==> config.mk <==
export PLATFORM = sky130hd
export DESIGN_NAME = mem_sync_arbiter
export DESIGN_NICKNAME = d
export VERILOG_FILES = /design/src/rtl/mem_sync_pkg.sv /design/src/rtl/mem_sync_watchdog.sv /design/src/rtl/mem_sync_arbiter.sv
export SDC_FILE = /design/constraint.sdc
export NUM_CORES = 1
export LEC_CHECK = 0
export BUFFER_PORTS_ARGS = -buffer_cell sky130_fd_sc_hd__buf_2
export CORE_AREA = 3 3 40 42
export CTS_BUF_LIST = sky130_fd_sc_hd__clkbuf_2
export DETAILED_ROUTE_END_ITERATION = 16
export DIE_AREA = 0 0 43 45
export HOLD_SLACK_MARGIN = 0.12
export SKIP_LAST_GASP = 1
export SYNTH_ARGS = -nofsm -noshare
export SYNTH_HDL_FRONTEND = slang
export SYNTH_SLANG_ARGS = --single-unit
export TNS_END_PERCENT = 30
==> constraint.sdc <==
create_clock -name clk_i -period 0.92 [get_ports clk_i]
set_input_delay 0.092 -clock clk_i [delete_from_list [all_inputs] [get_ports clk_i]]
set_output_delay 0.092 -clock clk_i [all_outputs]
set_load 0.02 [all_outputs]
==> src/rtl/mem_sync_pkg.sv <==
// Shared types and helpers for the memory channel stall arbiter.
package mem_sync_pkg;

  typedef enum logic {
    ST_IDLE = 1'b0,
    ST_WAIT = 1'b1
  } state_e;

  function automatic int unsigned cnt_width(input int unsigned timeout_cycles);
    return $clog2(timeout_cycles + 1);
  endfunction

endpackage

==> src/rtl/mem_sync_watchdog.sv <==
// WAIT-cycle counter that flags an abort when an access has hung for
// TIMEOUT_CYCLES WAIT cycles.
import mem_sync_pkg::*;

module mem_sync_watchdog #(
  parameter int unsigned TIMEOUT_CYCLES = 255
) (
  input  logic   clk_i,
  input  logic   rst_i,
  input  state_e state_i,
  input  logic   busy_i,
  output logic   abort_o
);

  localparam int unsigned CNT_W = cnt_width(TIMEOUT_CYCLES);
  localparam logic [CNT_W-1:0] LAST = CNT_W'(TIMEOUT_CYCLES - 1);

  logic [CNT_W-1:0] cnt_q, cnt_d;

  // Clearing throughout IDLE is equivalent to clearing on entry to WAIT.
  always_comb begin
    cnt_d = cnt_q;
    if (state_i == ST_IDLE) begin
      cnt_d = '0;
    end else if (busy_i) begin
      cnt_d = cnt_q + CNT_W'(1);
    end
  end

  always_ff @(posedge clk_i or posedge rst_i) begin
    if (rst_i) begin
      cnt_q <= '0;
    end else begin
      cnt_q <= cnt_d;
    end
  end

  assign abort_o = (state_i == ST_WAIT) && busy_i && (cnt_q == LAST);

endmodule

==> src/rtl/mem_sync_arbiter.sv <==
// Multi-channel memory stall arbiter: forwards CPU requests per channel and
// stalls until all issued channels complete. Watchdog: MEM_SYNC_WATCHDOG_EN.
import mem_sync_pkg::*;

module mem_sync_arbiter #(
  parameter int unsigned N_CH           = 2,
  parameter int unsigned TIMEOUT_CYCLES = 255
) (
  input  logic            clk_i,
  input  logic            rst_i,
  input  logic [N_CH-1:0] cpu_rd_i,
  input  logic [N_CH-1:0] cpu_wr_i,
  output logic [N_CH-1:0] bus_rd_o,
  output logic [N_CH-1:0] bus_wr_o,
  input  logic [N_CH-1:0] bus_ready_i,
  output logic            mem_ready_o,
  output logic [N_CH-1:0] pending_o,
  output logic            timeout_o,
  output logic [N_CH-1:0] timeout_ch_o
);

  state_e          state_q;
  logic [N_CH-1:0] pending_q, pending_d;
  logic [N_CH-1:0] active, issue_raw, issue;
  logic            busy;
  logic            abort;

  always_comb begin
    active = cpu_rd_i | cpu_wr_i;
    if (state_q == ST_IDLE) begin
      issue_raw = active;
      pending_d = active & ~bus_ready_i;
    end else begin
      issue_raw = active & pending_q;
      pending_d = pending_q & ~bus_ready_i;
    end
  end

  assign busy  = |pending_d;
  assign issue = abort ? '0 : issue_raw;

  always_ff @(posedge clk_i or posedge rst_i) begin
    if (rst_i) begin
      state_q   <= ST_IDLE;
      pending_q <= '0;
    end else if (abort) begin
      state_q   <= ST_IDLE;
      pending_q <= '0;
    end else begin
      state_q   <= busy ? ST_WAIT : ST_IDLE;
      pending_q <= pending_d;
    end
  end

`ifdef MEM_SYNC_WATCHDOG_EN
  logic [N_CH-1:0] timeout_ch_q;

  mem_sync_watchdog #(
    .TIMEOUT_CYCLES(TIMEOUT_CYCLES)
  ) u_watchdog (
    .clk_i  (clk_i),
    .rst_i  (rst_i),
    .state_i(state_q),
    .busy_i (busy),
    .abort_o(abort)
  );

  always_ff @(posedge clk_i or posedge rst_i) begin
    if (rst_i) begin
      timeout_ch_q <= '0;
    end else if (abort) begin
      timeout_ch_q <= pending_d;
    end
  end

  assign timeout_ch_o = timeout_ch_q;
`else
  logic unused_timeout;

  assign abort          = 1'b0;
  assign timeout_ch_o   = '0;
  assign unused_timeout = TIMEOUT_CYCLES[0];
`endif

  // Outputs are held low for the whole reset pulse, not just after the edge.
  assign bus_rd_o    = rst_i ? '0 : (cpu_rd_i & issue);
  assign bus_wr_o    = rst_i ? '0 : (cpu_wr_i & issue);
  assign mem_ready_o = !rst_i && (!busy || abort);
  assign timeout_o   = !rst_i && abort;
  assign pending_o   = pending_q;

endmodule

; Yosys cells after proc, flatten, opt, wreduce, memory -nomap -nowiden
; Cells that the tools add are included.
[word_totals]
inputBits = 8
wordCells = 18
output_inout_bits = 10
regBits = 3
[op_classes]
n_mux = 5
reduce_logical = 4
bitwise = 7
[ops]
columns = op, count
row1 = AND 2 bit, 5
row2 = two-way mux 2 bit, 4
row3 = logical NOT 1 bit, 2
row4 = NOT 2 bit, 1
row5 = bitwise OR 2 bit, 1
row6 = OR reduction 2 bit, 1
row7 = logical AND 1 bit, 1
row8 = two-way mux 1 bit, 1

; Logic depth before layout (Yosys ltp)
; Gate-level depths: netlist of the first run.
[logic_depth]
depth_word = 6
ltp_mapped = 3
depth_no_buf = 3

; Least setup slack after synthesis of the first run
; No wires, ideal clock.
[synth_timing]
path_kind = register -> output
start = reg pending_q[0] (netlist: pending_o[0])
end = out mem_ready_o
path_stages_with_launch = 4
n_path_buf = 0
setup_slack_ns = -0.329
required_ns = 0.828
arrival_time_ns = 1.157
path_cell_list = dfrtp_1 > nor2b_2 > nor3_2 > nor3_1
[synth_between]
elab_chain_len = 5
[synth_lines]
columns = item, line
row1 = from (decl), mem_sync_arbiter.sv:23  ; logic [N_CH-1:0] pending_q, pending_d;
row2 = from (signal assigned), mem_sync_arbiter.sv:51  ; pending_q <= pending_d;
row3 = AND 2 bit, mem_sync_arbiter.sv:35  ; pending_d = pending_q & ~bus_ready_i;
row4 = two-way mux 2 bit, mem_sync_arbiter.sv:30  ; if (state_q == ST_IDLE) begin
row5 = via pending_d[0], mem_sync_arbiter.sv:23
row6 = OR reduction 2 bit, mem_sync_arbiter.sv:39  ; assign busy = |pending_d;
row7 = logical NOT 1 bit, mem_sync_arbiter.sv:88  ; assign mem_ready_o = !rst_i && (!busy || abort);
row8 = logical AND 1 bit, mem_sync_arbiter.sv:88
row9 = to (decl), mem_sync_arbiter.sv:16  ; output logic mem_ready_o,
; The timed path passes the listed nets, and every way through them passes these cells.

; Worst setup path in the final report of the first run
[layout_timing]
start = reg state_q
end = out mem_ready_o
[layout_between]
elab_chain_len = 4
[layout_lines]
columns = item, line
row1 = from (decl), mem_sync_arbiter.sv:22  ; state_e state_q;
row2 = from (signal assigned), mem_sync_arbiter.sv:50  ; state_q <= busy ? ST_WAIT : ST_IDLE;
row3 = two-way mux 2 bit, mem_sync_arbiter.sv:30
row4 = via pending_d[0], mem_sync_arbiter.sv:23
row5 = OR reduction 2 bit, mem_sync_arbiter.sv:39
row6 = logical NOT 1 bit, mem_sync_arbiter.sv:88
row7 = logical AND 1 bit, mem_sync_arbiter.sv:88
; The timed path passes the listed nets, and every way through them passes these cells.

==> metrics.txt, run 1 <==
status=finished, violations left; failing checks=setup timing; worst setup path endpoint=mem_ready_o; hold path start=bus_ready_i[0]; CP arrival=about 1.2 ns; maximum fanout along the worst path=4; PortBufs=14; Core Rows=13; die area=1940 um2; Worst Reg-to-Reg Cells=4; CTS tree=done; Final WS setup=-0.407 ns; area of the multi-input gates=~160 um2; r2r endpoint=state_q; Avg Inst Size Synth=9.16 um2; CP required=~0.83 ns; endpoints failing hold=0; first-pass GRT wire length=between 800 and 900 um; Overall Power=0.705 mW; 1st-pass router iterations=1; CP bufs+invs=1; Synth Area in Adders=0%; share of layout cells above drive strength 1=between 70% and 80%; Seq/Total Area, Yosys=between 30% and 40%; slowest CP cell=dfrtp_2; CTS Hold Bufs=1; Startpoint Class=flip-flop; cell class contributing the biggest share of worst-path delay=simple AND/OR/NAND/NOR gates; critical path depth in cells=4; pre-CTS setup slack=-0.278 ns; Root Buffer=clkbuf_2; Core Region=between 1000 and 1500 um2; simple-gate share of the synthesized area=a little under half; vias=roughly 220; largest net degree at the start of global routing=5; reg2reg setup slack=-0.23 ns; Synth Area in XOR/XNOR=0%; fin area=a little over 400 um2; crit-path most repeated cell=nor3_4; TritonCTS Buffers=3; Antenna Nets Post-Route=0; setup violators final=10; drt wl/cell=between 9 and 10 um; RSZ-0062 raised after global routing=true; slowest stage delay, CP=between 0.4 and 0.5 ns; fin crit share=144%; YS warnings=0; Placed Area=just over 300 um2; Initial Utilization=15.7%; worst-path cell chain=nor2b_4 -> nor3_4 -> nor3_4 -> buf_6; worst setup path startpoint=state_q; P_leak=roughly 0.21 nW; min cycle time layout=1.33 ns; CTS max path bufs=2; chip width=43 um; Antenna diodes=0; Fmax=753 MHz; crit path kind=reg2out; DRC=0; Clock Sink Count=3; cell count after synthesis=22; largest family of logic cells by synthesized area=simple AND/OR/NAND/NOR gates; nets@finish=between 50 and 60; final WL=550 um; worst vdd ir=roughly 0.36 mV; Layout area overhead=102%; clk_lat worst skew=0.20 ns; sequential cell area=77.6 um2; Cell Pwr Density=1730 nW/um2; initial DRC count=0; Synth Area in Compound Gates=0%; initial antenna violation count=0; Yosys reg bits=3; Clock transition at path regs=roughly 0.04 ns; DR vias/cell=roughly 3.7; clk_skew=around 0.0024 ns; Fill cells=146; Tot GR Track Use=under 10%; die height=~45 um; Routability Congestion=around 0.65; Cell variety after synth=10; Reg-to-Reg Start=state_q; Max H-tree Level=1; setup TNS=-2.16 ns; Max Cap Viol=0; hold crit path type=in2reg; mux share of post-synthesis cell area=0%; Pins Over Slew Limit=0; Synth Cell Area=between 200 and 250 um2; Final Util=a little under a third; grt ovf=0; vias in the first global route=roughly 230; IO Pins=18; Critical Path End Type=output pin
==> layout by cell type (no fill, tap or decap) <==
cell / netlist / final
buf_4: 3 / 4
and2_1: 4 / 3
inv_1: 1 / 1
dlygate4sd3_1: 0 / 1
dfrtp_1: 3 / 1
clkbuf_2: 0 / 4
buf_2: 0 / 9
nor2_2: 0 / 1
nor2_1: 2 / 1
or2_1: 1 / 1
nor2b_4: 0 / 2
nor3_2: 3 / 1
and2_4: 0 / 1
conb_1: 1 / 3
buf_6: 0 / 4
nor3_4: 0 / 4
dfrtp_2: 0 / 2
==> layout make-up <==
| class | count | area share (%) |
|---|---|---|
| inverter | 1 | 0.920 |
| multi-input combinational | 17 | 38.7 |
| tap | 15 | 4.60 |
| clock buffer | 4 | 4.91 |
| timing repair buffer | 18 | 31.9 |
| sequential | 3 | 19.0 |
==> logic make-up after synthesis <==
group | after synthesis
other | 1
AND/OR/NAND/NOR | 14
flip-flops | 3
buffers and inverters | 4
==> where the power goes <==
part	internal (mW)	switching (mW)
clock	0.115	0.0686
combinational	0.169	0.159
sequential	0.160	0.0333
total	0.444	0.261
==> what timing repair did <==
| item | 4_1_cts | 5_1_grt |
|---|---|---|
| endpoints found under the hold margin | 4 | 1 |
| buffers inserted | 1 | 0 |
| pin swaps | 5 | 2 |
| resized for setup | 10 | 8 |
| setup endpoints to repair | 10 | 10 |
==> Yosys cell counts, drive strengths merged <==
| cell type | count | area share, % |
|---|---|---|
| buf | 3 | 11 |
| inv | 1 | 1.9 |
| dfrtp | 3 | 37 |
| or2 | 1 | 3.1 |
| nor2 | 2 | 3.7 |
| nor2b | 2 | 8.7 |
| nor3 | 5 | 20 |
| conb | 1 | 1.9 |
| and2 | 4 | 12 |
==> layer usage <==
layer  track usage, %  share of wire, %  vias up  wire length, um
met4             7.23                 0        0                0
li1                 -                 -      106                -
met2             10.8                60       11              332
met5                0                 0        -                0
met1             5.11                27       98              146
met3             2.79                13        0               71
==> per-stage QoR <==
stage / instances / hold WS, ns
floorplan: 24 / -0.154
global placement: 53 / 0.0119
detailed placement: 53 / 0.0148
CTS: 59 / 0.0671
global route: 58 / 0.0861
finish: 58 / 0.0857
==> sequential cells by signal (all words and copies together) (netlist names) <==
signal,count
pending_o,2
state_q,1
==> worst min path at each step <==
stage                    to  slack [ns]  cells past startpoint
6_report       pending_o[0]        0.09                      2
2_1_floorplan  pending_o[1]       -0.15                      1
3_3_place_gp        state_q        0.01                      2
4_1_cts        pending_o[0]        0.07                      2
3_5_place_dp   pending_o[1]        0.01                      2
5_1_grt        pending_o[0]        0.09                      2
Power figures use the tool's default switching activity.
==> run 2: changes to the inputs <==
REMOVE_ABC_BUFFERS = 1   (was unset)
==> metrics.txt, run 2 (synthesized netlist as in run 1, its figures left out) <==
most frequent cells in the layout=11 x buf_2, 4 x clkbuf_2 (was 9 x buf_2, 4 x nor3_4, 4 x clkbuf_2, 4 x buf_4, 4 x buf_6); worst-path cell chain=nor2b_4 -> nor3_4 -> nor3_2 -> buf_4 (was nor2b_4 -> nor3_4 -> nor3_4 -> buf_6); nets@finish=51 (was 52); CTS max path bufs=2 (unchanged); PortBufs=14 (unchanged); die area=1940 um2 (unchanged); Reg-to-Reg Start=state_q (unchanged); maximum fanout along the worst path=4 (unchanged); Tot GR Track Use=5.76% (was 6.35%); vias in the first global route=200 (was 228); Routability Congestion=0.610 (was 0.651); DRC=0 (unchanged); TritonCTS Buffers=3 (unchanged); failing checks=setup timing (unchanged); fin area=373 um2 (was 408 um2); CP arrival=1.19 ns (was 1.24 ns); Met3 Wirelength=58 um (was 71 um); first-pass GRT wire length=745 um (was 814 um); final WL=499 um (was 550 um); worst vdd ir=0.400 mV (was 0.356 mV); pre-CTS setup slack=-0.237 ns (was -0.278 ns); hold crit path type=in2reg (unchanged); initial DRC count=1 (was 0); status=finished, violations left (unchanged); Antenna Nets Post-Route=0 (unchanged); CTS Hold Bufs=1 (unchanged); P_leak=0.197 nW (was 0.205 nW); grt ovf=0 (unchanged); Placed Area=290 um2 (was 310 um2); max reg flops=2 (unchanged); Overall Power=0.657 mW (was 0.705 mW); CP required=0.83 ns (about the same); Initial Utilization=15.7% (unchanged); DR vias/cell=3.60 (was 3.71); Layout area overhead=85.1% (was 102%); Core Rows=13 (unchanged); Cell Pwr Density=1760 nW/um2 (was 1730 nW/um2); RSZ-0062 raised after global routing=true (unchanged); drt wl/cell=8.75 um (was 9.48 um); hold path start=bus_ready_i[0] (unchanged); slowest CP cell=dfrtp_1 (was dfrtp_2); Root Buffer=clkbuf_2 (unchanged); IO Pins=18 (unchanged); Final Util=29.0% (was 31.7%); Final WS setup=-0.364 ns (was -0.407 ns); CTS tree=done (unchanged); clk_lat worst skew=0.20 ns (about the same); Metal-1 WL=154 um (was 146 um); largest net degree at the start of global routing=5 (unchanged); Core Region=1280 um2 (unchanged); chip width=43 um (unchanged); endpoints failing hold=0 (unchanged); Fill cells=149 (was 146); Max H-tree Level=1 (unchanged); share of layout cells above drive strength 1=69.0% (was 74.4%); 1st-pass router iterations=3 (was 1); min cycle time layout=1.28 ns (was 1.33 ns); initial antenna violation count=0 (unchanged); slowest stage delay, CP=0.41 ns (was 0.44 ns); fin crit share=140% (was 144%); Pins Over Slew Limit=0 (unchanged); crit path kind=reg2out (unchanged); Startpoint Class=flip-flop (unchanged); vias=205 (was 215); metal2 WL=286 um (was 332 um); Critical Path End Type=output pin (unchanged); most common cell after layout, fill and taps aside=buf_2 (unchanged); Clock transition at path regs=0.04 ns (about the same); Fmax=779 MHz (was 753 MHz); worst setup path startpoint=state_q (unchanged); Clock Sink Count=3 (unchanged); Antenna diodes=0 (unchanged); Max Cap Viol=0 (unchanged); setup violators final=8 (was 10); highest metal used=met3 (unchanged); clk_skew=0.00140 ns (was 0.00238 ns); die height=45 um (unchanged)
run 2: worst paths after layout:
kind | end | slack (ns) | cells past startpoint
worst max-delay path | mem_ready_o | -0.36 | 4
worst min-delay path | pending_o[0] | 0.07 | 2
worst max register to register | state_q | -0.08 | 3
worst min register to register | pending_o[0] | 0.65 | 2
max in group asynchronous | pending_o[1] | 0.44 | 3
min in group asynchronous | state_q | 0.35 | 3
run 2: area by class of cell:
type / instances / area [um2] / area share (%)
clock buffers: 4 / 20.0 / 5.37
inverters: 1 / 3.75 / 1.01
multi-input cells: 17 / 145 / 38.9
flip-flops and latches: 3 / 75.1 / 20.1
well taps: 15 / 18.8 / 5.03
repair buffers: 17 / 110 / 29.5
run 2: worst max-delay path: cells and delay by family (launching register included):
family	cells	cell delay, ns
and+or+nand+nor	3	0.43
buffers and inverters	1	0.15
DFF	1	0.41
run 2: power breakdown:
group	switching (mW)	internal, mW
clock	0.0697	0.115
combinational	0.144	0.144
sequential	0.0274	0.157
total	0.241	0.416
run 2: what timing repair did:
action	4_1_cts	5_1_grt
gates resized for setup	5	8
pin swaps	4	2
setup endpoints to repair	8	9
setup buffers	0	0
endpoints found under the hold margin	5	2
run 2: layer usage:
metal	track usage (%)	vias to the layer above
met4	7.23	0
met1	5.10	94
met3	2.39	0
met2	8.98	9
li1	-	102
met5	0	-
run 2: per-stage QoR:
step	hold WS, ns	setup TNS [ns]	std cells
floorplan	-0.154	-0.568	21
global placement	-0.00268	-0.723	52
detailed placement	-0.000572	-0.808	52
CTS	0.0456	-1.94	57
global route	0.0666	-2.34	57
finish	0.0748	-1.81	57
==> run 3: changes to the inputs <==
CELL_PAD_IN_SITES_DETAIL_PLACEMENT = 1   (was unset)
CELL_PAD_IN_SITES_GLOBAL_PLACEMENT = 1   (was unset)
PLACE_DENSITY_LB_ADDON = 0.1   (was unset)
==> metrics.txt, run 3 (synthesized netlist as in run 1, its figures left out) <==
status=finished, violations left (unchanged); failing checks=setup timing (unchanged); min cycle time layout=1.31 ns (was 1.28 ns); Fmax=765 MHz (was 779 MHz); CTS max path bufs=2 (unchanged); drt wl/cell=10.4 um (was 8.75 um); nets@finish=54 (was 51); Tot GR Track Use=7.51% (was 5.76%); Worst Reg-to-Reg Cells=4 (was 3); endpoints failing hold=0 (unchanged); die height=45 um (unchanged); die area=1940 um2 (unchanged); combinational power share=48.5% (was 43.9%); reg2reg setup slack=-0.25 ns (was -0.08 ns); Overall Power=0.722 mW (was 0.657 mW); WHS Endpoint=pending_o[1] (was pending_o[0]); initial DRC count=0 (was 1); CP arrival=1.22 ns (was 1.19 ns); CP required=0.83 ns (about the same); initial antenna violation count=0 (unchanged); CTS tree=done (unchanged); Max H-tree Level=1 (unchanged); Hold Path Depth=3 (was 2); share of layout cells above drive strength 1=75.6% (was 69.0%); first-pass GRT wire length=1030 um (was 745 um); Startpoint Class=flip-flop (unchanged); PortBufs=14 (unchanged); P_leak=0.218 nW (was 0.197 nW); Placed Area=298 um2 (was 290 um2); Antenna Nets Post-Route=0 (unchanged); hold crit path type=in2reg (unchanged); TritonCTS Buffers=3 (unchanged); RSZ-0062 raised after global routing=true (unchanged); Initial Utilization=15.7% (unchanged); max reg flops=2 (unchanged); Fill cells=157 (was 149); Clock transition at path regs=0.04 ns (about the same); vias in the first global route=238 (was 200); hold path start=bus_ready_i[1] (was bus_ready_i[0]); worst vdd ir=0.620 mV (was 0.400 mV); Root Buffer=clkbuf_2 (unchanged); internal power=0.459 mW (was 0.416 mW); DR vias/cell=3.68 (was 3.60); P_sw=0.263 mW (was 0.241 mW); Pins Over Slew Limit=0 (unchanged); crit path kind=reg2out (unchanged); Max Cap Viol=0 (unchanged); chip width=43 um (unchanged); most frequent cells in the layout=9 x buf_2, 6 x buf_4, 4 x clkbuf_2, 4 x buf_6 (was 11 x buf_2, 4 x clkbuf_2); IO Pins=18 (unchanged); most common cell after layout, fill and taps aside=buf_2 (unchanged); Sw Share=36.4% (was 36.7%); fin area=418 um2 (was 373 um2); vias=221 (was 205); setup violators final=10 (was 8); largest net degree at the start of global routing=5 (unchanged); Cell Pwr Density=1730 nW/um2 (was 1760 nW/um2); grt ovf=0 (unchanged); clk_skew=0.000228 ns (was 0.00140 ns); Routability Congestion=0.702 (was 0.610); Reg-to-Reg Start=state_q (unchanged); Antenna diodes=0 (unchanged); sequential share of power=25.9% (was 28.1%); r2r endpoint=state_q (unchanged); final WL=624 um (was 499 um); Critical Path End Type=output pin (unchanged); fin crit share=142% (was 140%); clock share of power=25.6% (was 28.1%); 1st-pass router iterations=1 (was 3); Layout area overhead=107% (was 85.1%); Clock Sink Count=3 (unchanged); maximum fanout along the worst path=4 (unchanged); DRC=0 (unchanged); Core Region=1280 um2 (unchanged); Final WS setup=-0.388 ns (was -0.364 ns); Core Rows=13 (unchanged); clk_lat worst skew=0.20 ns (about the same); setup TNS=-2.34 ns (was -1.81 ns)
run 3: how the worst max path moves through the flow:
stage | start | end | cells past startpoint
6_report | state_q | mem_ready_o | 4
3_3_place_gp | state_q | mem_ready_o | 4
4_1_cts | state_q | mem_ready_o | 4
2_1_floorplan | pending_o[0] | mem_ready_o | 3
5_1_grt | state_q | mem_ready_o | 4
3_5_place_dp | state_q | mem_ready_o | 4
run 3: area by class of cell:
type	count	area [um2]	share of cell area (%)
multi-input combinational	17	155	37.1
tap	15	18.8	4.49
clock buffer	4	20.0	4.79
timing repair buffer	20	145	34.7
sequential	3	75.1	18.0
inverter	1	3.75	0.898
run 3: what timing repair did:
action                     CTS  global route
setup endpoints to repair   10            10
gates cloned                 0             0
hold buffers                 1             0
hold endpoints to repair     3             0
setup buffers                2             0
gates resized for setup      9            11
pin swaps                    7             2
run 3: per-stage QoR:
| step | util, % | hold WS [ns] | setup WS [ns] | instances |
|---|---|---|---|---|
| 2_1_floorplan | - | -0.154 | -0.329 | 21 |
| 3_3_place_gp | 23.2 | -0.00118 | -0.214 | 53 |
| 3_5_place_dp | 23.2 | -0.00380 | -0.226 | 53 |
| 4_1_cts | 29.2 | 0.158 | -0.425 | 60 |
| 5_1_grt | 32.5 | 0.172 | -0.498 | 60 |
| 6_report | 32.5 | 0.199 | -0.388 | 60 |
run 3: critical path: stages (launching register included):
cell and delay [ns]:
dfrtp_1 0.42, nor2b_4 0.16, nor3_4 0.21, nor3_2 0.06
buf_4 0.15
run 3: power groups by stage:
stage | clock [mW] | combinational (mW) | sequential [mW]
finish | 0.185 | 0.350 | 0.187
global route | 0.217 | 0.376 | 0.191
CTS | 0.204 | 0.297 | 0.187
detailed placement | 0 | 0.238 | 0.180
global placement | 0 | 0.238 | 0.180
floorplan | 0 | 0.121 | 0.194
run 3: routing by layer:
metal | vias up | wire length [um] | track usage, %
met5 | - | 0 | 0
met2 | 10 | 341 | 10.5
met3 | 0 | 49 | 4.78
met1 | 103 | 233 | 8.25
li1 | 108 | - | -
met4 | 0 | 0 | 5.42
